**src/rtl/mem_bus_arbiter.sv**
```systemverilog
// Shares one external memory bus between the fetch port and the data port.
// Each access runs grant -> hold until bus_ack_i (or timeout) -> one response cycle -> re-arbitrate.
module mem_bus_arbiter #(
  parameter int unsigned STARVE_LIMIT = 4,
  parameter int unsigned TIMEOUT      = 255
) (
  input  logic        clk,
  input  logic        rst,
  input  logic        if_req_i,
  input  logic [31:0] if_addr_i,
  output logic [31:0] if_rdata_o,
  output logic        if_ack_o,
  input  logic        d_req_i,
  input  logic        d_we_i,
  input  logic [31:0] d_addr_i,
  input  logic [31:0] d_wdata_i,
  input  logic [3:0]  d_sel_i,
  output logic [31:0] d_rdata_o,
  output logic        d_ack_o,
  output logic        timeout_o,
  output logic        stallreq_if_o,
  output logic        stallreq_mem_o,
  output logic        bus_req_o,
  output logic        bus_we_o,
  output logic [31:0] bus_addr_o,
  output logic [31:0] bus_wdata_o,
  output logic [3:0]  bus_sel_o,
  input  logic [31:0] bus_rdata_i,
  input  logic        bus_ack_i
);

  localparam int unsigned StarveW = $clog2(STARVE_LIMIT + 1);
  localparam logic [StarveW-1:0] StarveMax = StarveW'(STARVE_LIMIT);
  // Last waiting cycle index; the abort happens on the TIMEOUT-th cycle without an ack.
  localparam logic [7:0] TmoLast = 8'(TIMEOUT - 1);

  typedef enum logic [1:0] {StIdle, StIfBusy, StDBusy, StResp} state_e;

  state_e             state;
  logic [StarveW-1:0] starve_cnt;
  logic [7:0]         tmo_cnt;

  logic fetch_wins;
  assign fetch_wins = if_req_i && (starve_cnt == StarveMax);

  always_ff @(posedge clk) begin
    if (rst) begin
      state       <= StIdle;
      starve_cnt  <= '0;
      tmo_cnt     <= '0;
      if_rdata_o  <= '0;
      if_ack_o    <= 1'b0;
      d_rdata_o   <= '0;
      d_ack_o     <= 1'b0;
      timeout_o   <= 1'b0;
      bus_req_o   <= 1'b0;
      bus_we_o    <= 1'b0;
      bus_addr_o  <= '0;
      bus_wdata_o <= '0;
      bus_sel_o   <= '0;
    end else begin
      if_ack_o  <= 1'b0;
      d_ack_o   <= 1'b0;
      timeout_o <= 1'b0;
      case (state)
        StIdle: begin
          tmo_cnt <= '0;
          if (d_req_i && !fetch_wins) begin
            bus_req_o   <= 1'b1;
            bus_we_o    <= d_we_i;
            bus_addr_o  <= d_addr_i;
            bus_wdata_o <= d_wdata_i;
            bus_sel_o   <= d_sel_i;
            state       <= StDBusy;
            if (!if_req_i) begin
              starve_cnt <= '0;
            end else if (starve_cnt != StarveMax) begin
              starve_cnt <= starve_cnt + 1'b1;
            end
          end else if (if_req_i) begin
            bus_req_o   <= 1'b1;
            bus_we_o    <= 1'b0;
            bus_addr_o  <= if_addr_i;
            bus_wdata_o <= '0;
            bus_sel_o   <= 4'hF;
            starve_cnt  <= '0;
            state       <= StIfBusy;
          end else begin
            starve_cnt <= '0;
          end
        end
        StIfBusy, StDBusy: begin
          if (bus_ack_i) begin
            bus_req_o <= 1'b0;
            state     <= StResp;
            if (state == StIfBusy) begin
              if_rdata_o <= bus_rdata_i;
              if_ack_o   <= 1'b1;
            end else begin
              d_rdata_o <= bus_rdata_i;
              d_ack_o   <= 1'b1;
            end
          end else if (tmo_cnt == TmoLast) begin
            bus_req_o <= 1'b0;
            timeout_o <= 1'b1;
            state     <= StResp;
            if (state == StIfBusy) begin
              if_rdata_o <= '0;
              if_ack_o   <= 1'b1;
            end else begin
              d_rdata_o <= '0;
              d_ack_o   <= 1'b1;
            end
          end else begin
            tmo_cnt <= tmo_cnt + 8'd1;
          end
        end
        StResp: state <= StIdle;
        default: state <= StIdle;
      endcase
    end
  end

  assign stallreq_if_o  = if_req_i & ~if_ack_o;
  assign stallreq_mem_o = d_req_i & ~d_ack_o;

endmodule

```
**config.mk**
```make
export PLATFORM = sky130hd
export DESIGN_NAME = mem_bus_arbiter
export DESIGN_NICKNAME = d
export VERILOG_FILES = /design/src/rtl/mem_bus_arbiter.sv
export SDC_FILE = /design/constraint.sdc
export NUM_CORES = 1
export LEC_CHECK = 0
export BUFFER_PORTS_ARGS = -buffer_cell sky130_fd_sc_hd__clkbuf_2
export CAP_MARGIN = 10
export CORE_MARGIN = 2
export CORE_UTILIZATION = 50
export DETAILED_ROUTE_END_ITERATION = 6
export PLACE_DENSITY = 0.84
export REMOVE_ABC_BUFFERS = 1
export SLEW_MARGIN = 10
export SYNTH_ARGS = -nofsm -noshare
export SYNTH_HDL_FRONTEND = slang
export SYNTH_SLANG_ARGS = --single-unit
```
**constraint.sdc**
```tcl
create_clock -name clk -period 4.08 [get_ports clk]
set_input_delay 0.204 -clock clk [delete_from_list [all_inputs] [get_ports clk]]
set_output_delay 0.204 -clock clk [all_outputs]
set_load 0.005 [all_outputs]
```
==> flow_metrics.env, run 1 <==
export IMPL_status="complete, no violations"
export IMPL_min_from="d_wdata_i[17]"
export IMPL_dr_pass1_iters=5
export IMPL_tns_ns=0
export IMPL_dp_hpwl_mm=12.7
export IMPL_slowest_stage="and3_2"
export IMPL_cts_sinks=150
export IMPL_cts_root_buf="clkbuf_16"
export IMPL_synthCells=754
export IMPL_path_max_fanout=64
export IMPL_synth_seq_cells=150
export IMPL_die_w_um=116
export IMPL_p_total_w=0.00514
export IMPL_drc_errors=0
export IMPL_routabilityCongestion=0.801
export IMPL_die_area_sq_um=13400
export IMPL_viasPerCell=5.63
export IMPL_start_util_pct=51.6
export IMPL_drt_iter0_drc=610
export IMPL_cp_end_kind="flop"
export IMPL_cp_top_family="simple AND/OR/NAND/NOR gates"
export IMPL_wl_per_cell_um=16.2
export IMPL_path_buf_inv=1
export IMPL_insertion_delay_ns=0.43
export IMPL_startpoint_type="flop"
export IMPL_numCtsBuffers=17
export IMPL_ys_seq_area_share_pct=48.2
export IMPL_clk_pin_slew_ns=0.06
export IMPL_period_share_pct=66.8
export IMPL_avgSynthCellArea_sq_um=8.26
export IMPL_core_sq_um=12100
export IMPL_required_ns=4.41
export IMPL_hold_violations=0
export IMPL_slew_viol_final=0
export IMPL_ios=277
export IMPL_min_path_type="in2reg"
export IMPL_fin_crit_ns=2.73
export IMPL_setup_viol=0
export IMPL_place_inst=1134
export IMPL_hold_path_endpoint="bus_wdata_o[17]"
export IMPL_skew_ns=0.00644
export IMPL_hold_path_depth=3
export IMPL_rsz0062_at_grt="no"
export IMPL_via_count=6578
export IMPL_yosysUniqueCellTypes=40
export IMPL_register_area_sq_um=3000
export IMPL_grt_usage_pct=26.9
export IMPL_yosysWarnings=0
export IMPL_area_growth_pct=31.5
export IMPL_cp_arrival_ns=3.06
export IMPL_ant_nets=0
export IMPL_cts_path_max_buffers=2
export IMPL_tightest_slew_ns=1.13
export IMPL_layoutNonFillerInstCount=1168
export IMPL_fmax_mhz=367
export IMPL_die_h_um=116
export IMPL_timing_slew_headroom_pct=24.4
export IMPL_multi_input_area_sq_um=2920
export IMPL_layout_drive_gt1_share_pct=32.6
export IMPL_grt_pass1_wl_mm=28.6
export IMPL_whs_ns=0.00994
export IMPL_leakagePower_nw=3.43
export IMPL_antenna_found_initial=0
export IMPL_r2r_end="if_rdata_o[24]"
export IMPL_reg2reg_from="state[1]"
export IMPL_ff2ff_setup_slack_ns=1.35
export IMPL_num_rows=40
export IMPL_wirelength_mm=18.9
export IMPL_synthArstFlopShare_pct=0
export IMPL_fillerInstances=998
export IMPL_r2r_cells=5
export IMPL_synth_flop_cell="dfxtp_1"
export IMPL_grt_pass1_vias=5760
export IMPL_peakVddDrop_mv=0.349
export IMPL_cts_resized=0
export IMPL_worstPathCellList="inv_1 > ha_2 > and3_2 > a21oi_1 > a311oi_1"
export IMPL_cpPeakStageDelay_ns=1.05
export IMPL_num_nets_final=1131
export IMPL_dpl_instance_area_sq_um=7600
export IMPL_postLayoutCellArea_sq_um=8190
export IMPL_htree_levels=4
export IMPL_p_per_area_nw_per_um2=627
export IMPL_synth_edf_count=0
export IMPL_path_class="reg2reg"
export IMPL_io_buffer_count=276
export IMPL_grt_overflow_total=0
export IMPL_max_cap_violations=0
export IMPL_cts_tree="yes"
export IMPL_grt_max_degree=103
export IMPL_netlist_area_sq_um=6230
synthesized netlist by cell type, drive strengths merged, types with 3 or more instances:
cell | count | area, sq um
or4 | 4 | 30.0
nand2b | 5 | 31.3
and3 | 3 | 23.8
nor2 | 43 | 166
ha | 7 | 87.6
nand3 | 38 | 190
a311oi | 65 | 569
o21ai | 6 | 30.0
nand2 | 138 | 518
dfxtp | 150 | 3000
nor3 | 9 | 45.0
nand4 | 4 | 25.0
a21oi | 141 | 706
a31oi | 4 | 25.0
clkbuf | 36 | 135
inv | 7 | 26.3
a211oi | 35 | 263
buf | 36 | 175
worst min-delay path, cell delays in order:
cell and delay [ns]:
clkbuf_2 0.08, nand3_1 0.05, a21oi_1 0.05
report_power, final:
| group | leakage [nW] | internal [W] | switching (W) | total, W |
|---|---|---|---|---|
| sequential | 1.22 | 0.00174 | 0.000150 | 0.00189 |
| combinational | 1.93 | 0.000626 | 0.00110 | 0.00172 |
| clock | 0.279 | 0.000904 | 0.000622 | 0.00153 |
| total | 3.43 | 0.00327 | 0.00187 | 0.00514 |
timing repair:
item,in CTS,in global routing
setup buffers,0,0
hold endpoints to repair,1,0
hold buffers,1,0
cell families after synthesis:
kind of cell             count (synthesis)  share of synthesized area (%)
flip-flops                             150                           48.2
AO/OA/AOI/OAI                          259                           26.6
multiplexers                             2                          0.321
adder cells (fa/ha/maj)                  7                           1.41
AND/OR/NAND/NOR                        257                           18.1
buffers and inverters                   79                           5.40
layout by cell type, fill, tap and decap left out, drive strengths merged, types with 2 or more instances in the layout:
master | synthesis | layout
nand2 | 138 | 138
clkinvlp | 0 | 3
nor2b | 2 | 2
clkbuf | 36 | 297
a311oi | 65 | 65
a31oi | 4 | 4
nand2b | 5 | 5
dfxtp | 150 | 150
mux2i | 2 | 2
a21oi | 141 | 141
nor2 | 43 | 43
o21ai | 6 | 6
buf | 36 | 9
nor4 | 2 | 2
clkinv | 0 | 4
nor3 | 9 | 9
a21o | 2 | 2
o31ai | 2 | 2
or4 | 4 | 4
inv | 7 | 9
and3 | 3 | 3
nand3 | 38 | 38
a211oi | 35 | 35
ha | 7 | 7
nand4 | 4 | 4
and4 | 2 | 2
and2 | 2 | 2
area by class of cell:
cell class              count  share of cell area, %
flip-flops and latches    150                   36.7
multi-input cells         525                   35.6
repair buffers            285                   17.8
clock buffers              22                   5.91
well taps                 168                   2.57
clock inverters            10                   1.15
inverters                   7                  0.321
diodes                      1                 0.0306
sequential cells by signal, indices dropped and copies added, names as in the netlist, 2 cells and up:
name / count
bus_sel_o: 4
state: 2
d_rdata_o: 32
bus_wdata_o: 32
tmo_cnt: 8
starve_cnt: 3
if_rdata_o: 32
bus_addr_o: 32
worst max path at each step:
stage                  start             end  slack, ns  depth (start not counted)
finish              state[1]  if_rdata_o[24]       1.35                          5
CTS                 state[1]  if_rdata_o[24]       1.39                          5
global placement    state[0]    d_rdata_o[3]       1.52                          7
global route        state[1]  if_rdata_o[30]       1.13                          5
detailed placement  state[1]  if_rdata_o[24]       1.39                          5
floorplan           state[1]  if_rdata_o[26]       0.66                          5
metal layers:
metal,global-route usage (%),vias to the layer above,share of wire [%]
li1,-,3203,-
met1,33.0,3055,41
met2,44.2,293,48
met3,8.79,27,9.7
met4,9.84,0,2.0
met5,0,-,0
through the flow:
step | utilization [%] | worst slack, ns
final | 67.9 | 1.35
after global routing | 67.9 | 1.13
after CTS | 67.9 | 1.39
after detailed placement | 63.0 | 1.39
after global placement | 63.0 | 1.52
after floorplan | - | 0.657
No activity file was read; power rests on OpenSTA's default activity.
==> inputs of run 2 (changes only) <==
Settings changed: CORE_UTILIZATION 50 to 43, PLACE_DENSITY 0.84 to 0.77.
Clock period 4.08 ns to 2.47 ns, I/O delays scaled along.
==> run 2 against run 1 <==
Final area is 18% higher; register-to-register slack worse by 1.2 ns; flip-flop and latch count unchanged; fmax grew 15%; largest cell class unchanged; non-clock buffer count rose by 136; critical endpoint is now bus_addr_o[18]; die area is 16% higher; final cell count is 13% higher; sequential share of layout area decreased by 5.6 points; highest routed layer unchanged.
==> flow_metrics.env, run 2 (same netlist as run 1, synthesis figures left out) <==
export IMPL_numCtsBuffers=17
export IMPL_routabilityCongestion=0.881
export IMPL_skew_ns=0.0115
export IMPL_htree_levels=4
export IMPL_final_util_pct=69.0
export IMPL_dr_pass1_iters=5
export IMPL_die_h_um=124
export IMPL_insertion_delay_ns=0.42
export IMPL_core_sq_um=14000
export IMPL_r2r_end="bus_addr_o[18]"
export IMPL_grt_overflow_total=0
export IMPL_viasPerCell=5.59
export IMPL_cts_path_max_buffers=2
export IMPL_clk_pin_slew_ns=0.07
export IMPL_dpl_worst_slack_ns=0.561
export IMPL_drc_errors=0
export IMPL_crit_start="state[0]"
export IMPL_period_share_pct=95.6
export IMPL_cts_tree="yes"
export IMPL_setup_viol=0
export IMPL_p_per_area_nw_per_um2=952
export IMPL_ant_nets=0
export IMPL_fin_crit_ns=2.36
export IMPL_wirelength_mm=22.6
export IMPL_ios=277
export IMPL_grt_pass1_vias=7027
export IMPL_io_buffer_count=276
export IMPL_hold_violations=0
export IMPL_path_max_fanout=45
export IMPL_slew_viol_final=0
export IMPL_register_area_sq_um=3000
export IMPL_min_path_type="in2reg"
export IMPL_die_w_um=124
export IMPL_tns_ns=0
export IMPL_status="complete, no violations"
export IMPL_multi_input_area_sq_um=2930
export IMPL_path_class="reg2reg"
export IMPL_area_growth_pct=55.0
export IMPL_post_cts_buffers=0
export IMPL_ff2ff_setup_slack_ns=0.11
export IMPL_cp_arrival_ns=2.72
export IMPL_leakagePower_nw=4.09
export IMPL_num_nets_final=1268
export IMPL_reg2reg_from="state[0]"
export IMPL_cts_root_buf="clkbuf_16"
export IMPL_max_cap_violations=0
export IMPL_fin_ws_ns=0.108
export IMPL_startpoint_type="flop"
export IMPL_fillerInstances=1036
export IMPL_fmax_mhz=423
export IMPL_layout_commonest_cell="clkbuf_2"
export IMPL_grt_max_degree=93
export IMPL_timing_slew_headroom_pct=31.9
export IMPL_layout_drive_gt1_share_pct=29.7
export IMPL_dp_hpwl_mm=13.0
export IMPL_crit_end="bus_addr_o[18]"
export IMPL_drt_iter0_drc=500
export IMPL_via_count=7350
export IMPL_peakVddDrop_mv=0.548
export IMPL_num_rows=43
export IMPL_rsz0062_at_grt="no"
export IMPL_tightest_slew_ns=1.02
export IMPL_required_ns=2.82
export IMPL_r2r_cells=7
export IMPL_layout_common_cells="clkbuf_2, dfxtp_1, a21oi_1"
export IMPL_grt_pass1_wl_mm=35.3
export IMPL_cp_end_kind="flop"
export IMPL_antenna_found_initial=2
export IMPL_cts_sinks=150
export IMPL_die_area_sq_um=15500
export IMPL_wl_per_cell_um=17.1
export IMPL_start_util_pct=44.5
export IMPL_grt_usage_pct=27.8
-- run 2: cell types whose count changed in the layout (fill, tap and decap cells not counted), sizes merged --
cell / previous run / this run
dlygate4sd3: 1 / 125
bufinv: 1 / 2
buf: 9 / 20
o21a: 1 / 2
inv: 9 / 7
clkinvlp: 3 / 2
diode: 1 / 3
clkbuf: 297 / 295
clkinv: 4 / 6
-- run 2: area by class of cell --
| class | instances | share of cell area [%] |
|---|---|---|
| Multi-Input combinational cell | 526 | 30.3 |
| Tap cell | 180 | 2.33 |
| Clock buffer | 19 | 4.59 |
| Antenna cell | 3 | 0.0778 |
| Inverter | 7 | 0.272 |
| Timing Repair Buffer | 421 | 30.2 |
| Sequential cell | 150 | 31.1 |
| Clock inverter | 10 | 1.13 |
-- run 2: layer usage --
layer / vias to the layer above / GRT usage (%) / wire length (um)
li1: 3483 / - / -
met1: 3369 / 32.1 / 8760
met2: 406 / 45.9 / 10700
met3: 92 / 7.43 / 1920
met5: - / 0 / 0
met4: 0 / 17.1 / 1220
-- run 2: where the power goes --
part / internal, W / switching [W] / total, W
Sequential: 0.00287 / 0.000266 / 0.00314
Combinational: 0.00154 / 0.00204 / 0.00358
Clock: 0.00149 / 0.000982 / 0.00247
-- run 2: worst max-delay path, stage by stage (launching register included) --
cell and delay, ns:
dfxtp_1 0.33, inv_1 0.08, ha_2 0.32, o21a_4 0.31, buf_12 0.25, nor2_1 0.06, a311oi_1 0.29, dlygate4sd3_1 0.63
-- run 2: timing repair --
action                                  CTS  global route
endpoints found under the hold margin    95             0
gates resized for setup                   0             3
endpoints found under the setup margin    0            29
hold buffers                            125             0
-- run 2: how the worst min path moves through the flow --
stage                    startpoint              end  cells after the start
finish              bus_rdata_i[31]   if_rdata_o[31]                      3
global route           d_addr_i[26]   bus_addr_o[26]                      3
CTS                    if_addr_i[1]    bus_addr_o[1]                      3
detailed placement    d_wdata_i[16]  bus_wdata_o[16]                      3
global placement      d_wdata_i[18]  bus_wdata_o[18]                      3
floorplan                       rst        bus_req_o                      1
-- run 2: through the flow --
step | power, W | std cells | instance area, sq um | hold slack (ns)
2_1_floorplan | 0.00486 | 682 | 5920 | 0.193
3_3_place_gp | 0.00616 | 1157 | 7800 | 0.366
3_5_place_dp | 0.00622 | 1157 | 7800 | 0.367
4_1_cts | 0.00903 | 1311 | 9600 | 0.00202
5_1_grt | 0.00972 | 1315 | 9650 | 0.00580
6_report | 0.00919 | 1316 | 9650 | 0.0225
==> inputs of run 3 (changes only) <==
Settings changed: PLACE_DENSITY 0.77 to 0.84.
==> run 3 against run 2 <==
Sequential power hardly changed; via count is 1.5% higher; highest routed layer unchanged; register-to-register slack hardly changed.
==> flow_metrics.env, run 3 (same netlist as run 1, synthesis figures left out) <==
export IMPL_die_h_um=124
export IMPL_layout_commonest_cell="clkbuf_2"
export IMPL_internal_power_w=0.00586
export IMPL_grt_pass1_wl_mm=36.4
export IMPL_path_class="reg2reg"
export IMPL_start_util_pct=44.5
export IMPL_ant_nets=0
export IMPL_setup_viol=0
export IMPL_grt_overflow_total=0
export IMPL_path_max_fanout=63
export IMPL_wl_per_cell_um=17.7
export IMPL_insertion_delay_ns=0.41
export IMPL_dpl_instance_area_sq_um=7730
export IMPL_layout_drive_gt1_share_pct=29.5
export IMPL_cts_root_buf="clkbuf_16"
export IMPL_skew_ns=0.00912
export IMPL_routabilityCongestion=0.857
export IMPL_num_nets_final=1257
export IMPL_dr_pass1_iters=6
export IMPL_area_growth_pct=53.6
export IMPL_cts_tree="yes"
export IMPL_fmax_mhz=424
export IMPL_combPwrFrac_pct=38.4
export IMPL_power_frac_clock_pct=27.4
export IMPL_timing_slew_headroom_pct=40.8
export IMPL_postLayoutCellArea_sq_um=9560
export IMPL_tightest_slew_ns=0.888
export IMPL_dp_hpwl_mm=12.7
export IMPL_rsz0062_at_grt="no"
export IMPL_p_total_w=0.00917
export IMPL_startpoint_type="flop"
export IMPL_status="complete, no violations"
export IMPL_grt_max_degree=82
export IMPL_min_path_type="in2reg"
export IMPL_ff2ff_setup_slack_ns=0.11
export IMPL_worstPathCellList="inv_1 > ha_2 > o21a_4 > buf_12 > nor2_1 > a311oi_1 > dlygate4sd3_1"
export IMPL_required_ns=2.83
export IMPL_slowest_stage="dlygate4sd3_1"
export IMPL_antenna_found_initial=4
export IMPL_clk_pin_slew_ns=0.06
export IMPL_swShare_pct=36.2
export IMPL_slew_viol_final=0
export IMPL_cts_path_max_buffers=2
export IMPL_htree_levels=4
export IMPL_ios=277
export IMPL_viasPerCell=5.69
export IMPL_period_share_pct=95.4
export IMPL_multi_input_area_sq_um=2930
export IMPL_fin_crit_ns=2.36
export IMPL_numCtsBuffers=17
export IMPL_p_per_area_nw_per_um2=959
export IMPL_drt_iter0_drc=542
export IMPL_grt_pass1_vias=7201
export IMPL_fillerInstances=992
export IMPL_core_sq_um=14000
export IMPL_via_count=7463
export IMPL_cpPeakStageDelay_ns=0.60
export IMPL_cp_top_family="buffers and inverters"
export IMPL_io_buffer_count=276
export IMPL_cts_sinks=150
export IMPL_cp_arrival_ns=2.71
export IMPL_register_area_sq_um=3000
export IMPL_leakagePower_nw=4.04
export IMPL_power_switching_w=0.00332
export IMPL_grt_usage_pct=28.7
export IMPL_drc_errors=0
export IMPL_die_area_sq_um=15500
export IMPL_num_rows=43
export IMPL_layout_common_cells="clkbuf_2, dfxtp_1, a21oi_1"
export IMPL_hold_violations=0
export IMPL_die_w_um=124
export IMPL_wirelength_mm=23.2
export IMPL_max_cap_violations=0
export IMPL_seqPwrFrac_pct=34.2
export IMPL_path_buf_inv=3
export IMPL_cp_end_kind="flop"
export IMPL_peakVddDrop_mv=0.780
[run 3: worst min-delay path, delay by kind of cell]
kind | cells | cell delay (ns)
buf+inv | 1 | 0.12
simple gates | 1 | 0.06
compound gates | 1 | 0.08
[run 3: cell type report]
class                      instances  share of cell area, %
clock inverter                     9                   1.06
inverter                           7                  0.275
clock buffer                      22                   4.85
multi-input combinational        525                   30.6
tap                              180                   2.35
antenna                            7                  0.183
sequential                       150                   31.4
timing repair buffer             411                   29.2
[run 3: stage by stage]
step                      setup WS, ns  utilization [%]  hold WS (ns)  TNS [ns]  cells
after global routing            0.0257             68.3        0.0105         0   1308
final                            0.114             68.4        0.0181         0   1311
after floorplan                 -0.953                -         0.193    -77.13    682
after detailed placement         0.542             55.2         0.367         0   1151
after CTS                       0.0838             67.9      0.000181         0   1303
after global placement           0.633             55.2         0.366         0   1151
[run 3: final timing paths]
kind | start | to | depth (start not counted)
worst max register to register | state[0] | bus_addr_o[10] | 7
worst min register to register | bus_wdata_o[5] | bus_wdata_o[5] | 2
worst max-delay path | state[0] | bus_addr_o[10] | 7
worst min-delay path | bus_rdata_i[17] | if_rdata_o[17] | 3
[run 3: power by group through the flow]
stage               sequential [W]  clock (W)  combinational (W)
floorplan                  0.00317          0            0.00168
global placement           0.00314          0            0.00291
detailed placement         0.00315          0            0.00297
CTS                        0.00311    0.00254            0.00332
global route               0.00318    0.00265            0.00383
finish                     0.00314    0.00252            0.00352
[run 3: what timing repair did]
item | in CTS | in global routing
endpoints found under the setup margin | 0 | 14
resized for setup | 0 | 4
hold buffers | 121 | 0
setup buffers | 0 | 0
hold endpoints to repair | 90 | 0
[run 3: per-layer routing]
| metal | GRT usage (%) | part of all wire (%) | up-vias |
|---|---|---|---|
| met1 | 32.6 | 37 | 3469 |
| met3 | 9.24 | 9.5 | 85 |
| met5 | 0 | 0 | - |
| li1 | - | - | 3468 |
| met2 | 47.3 | 49 | 441 |
| met4 | 16.3 | 4.4 | 0 |
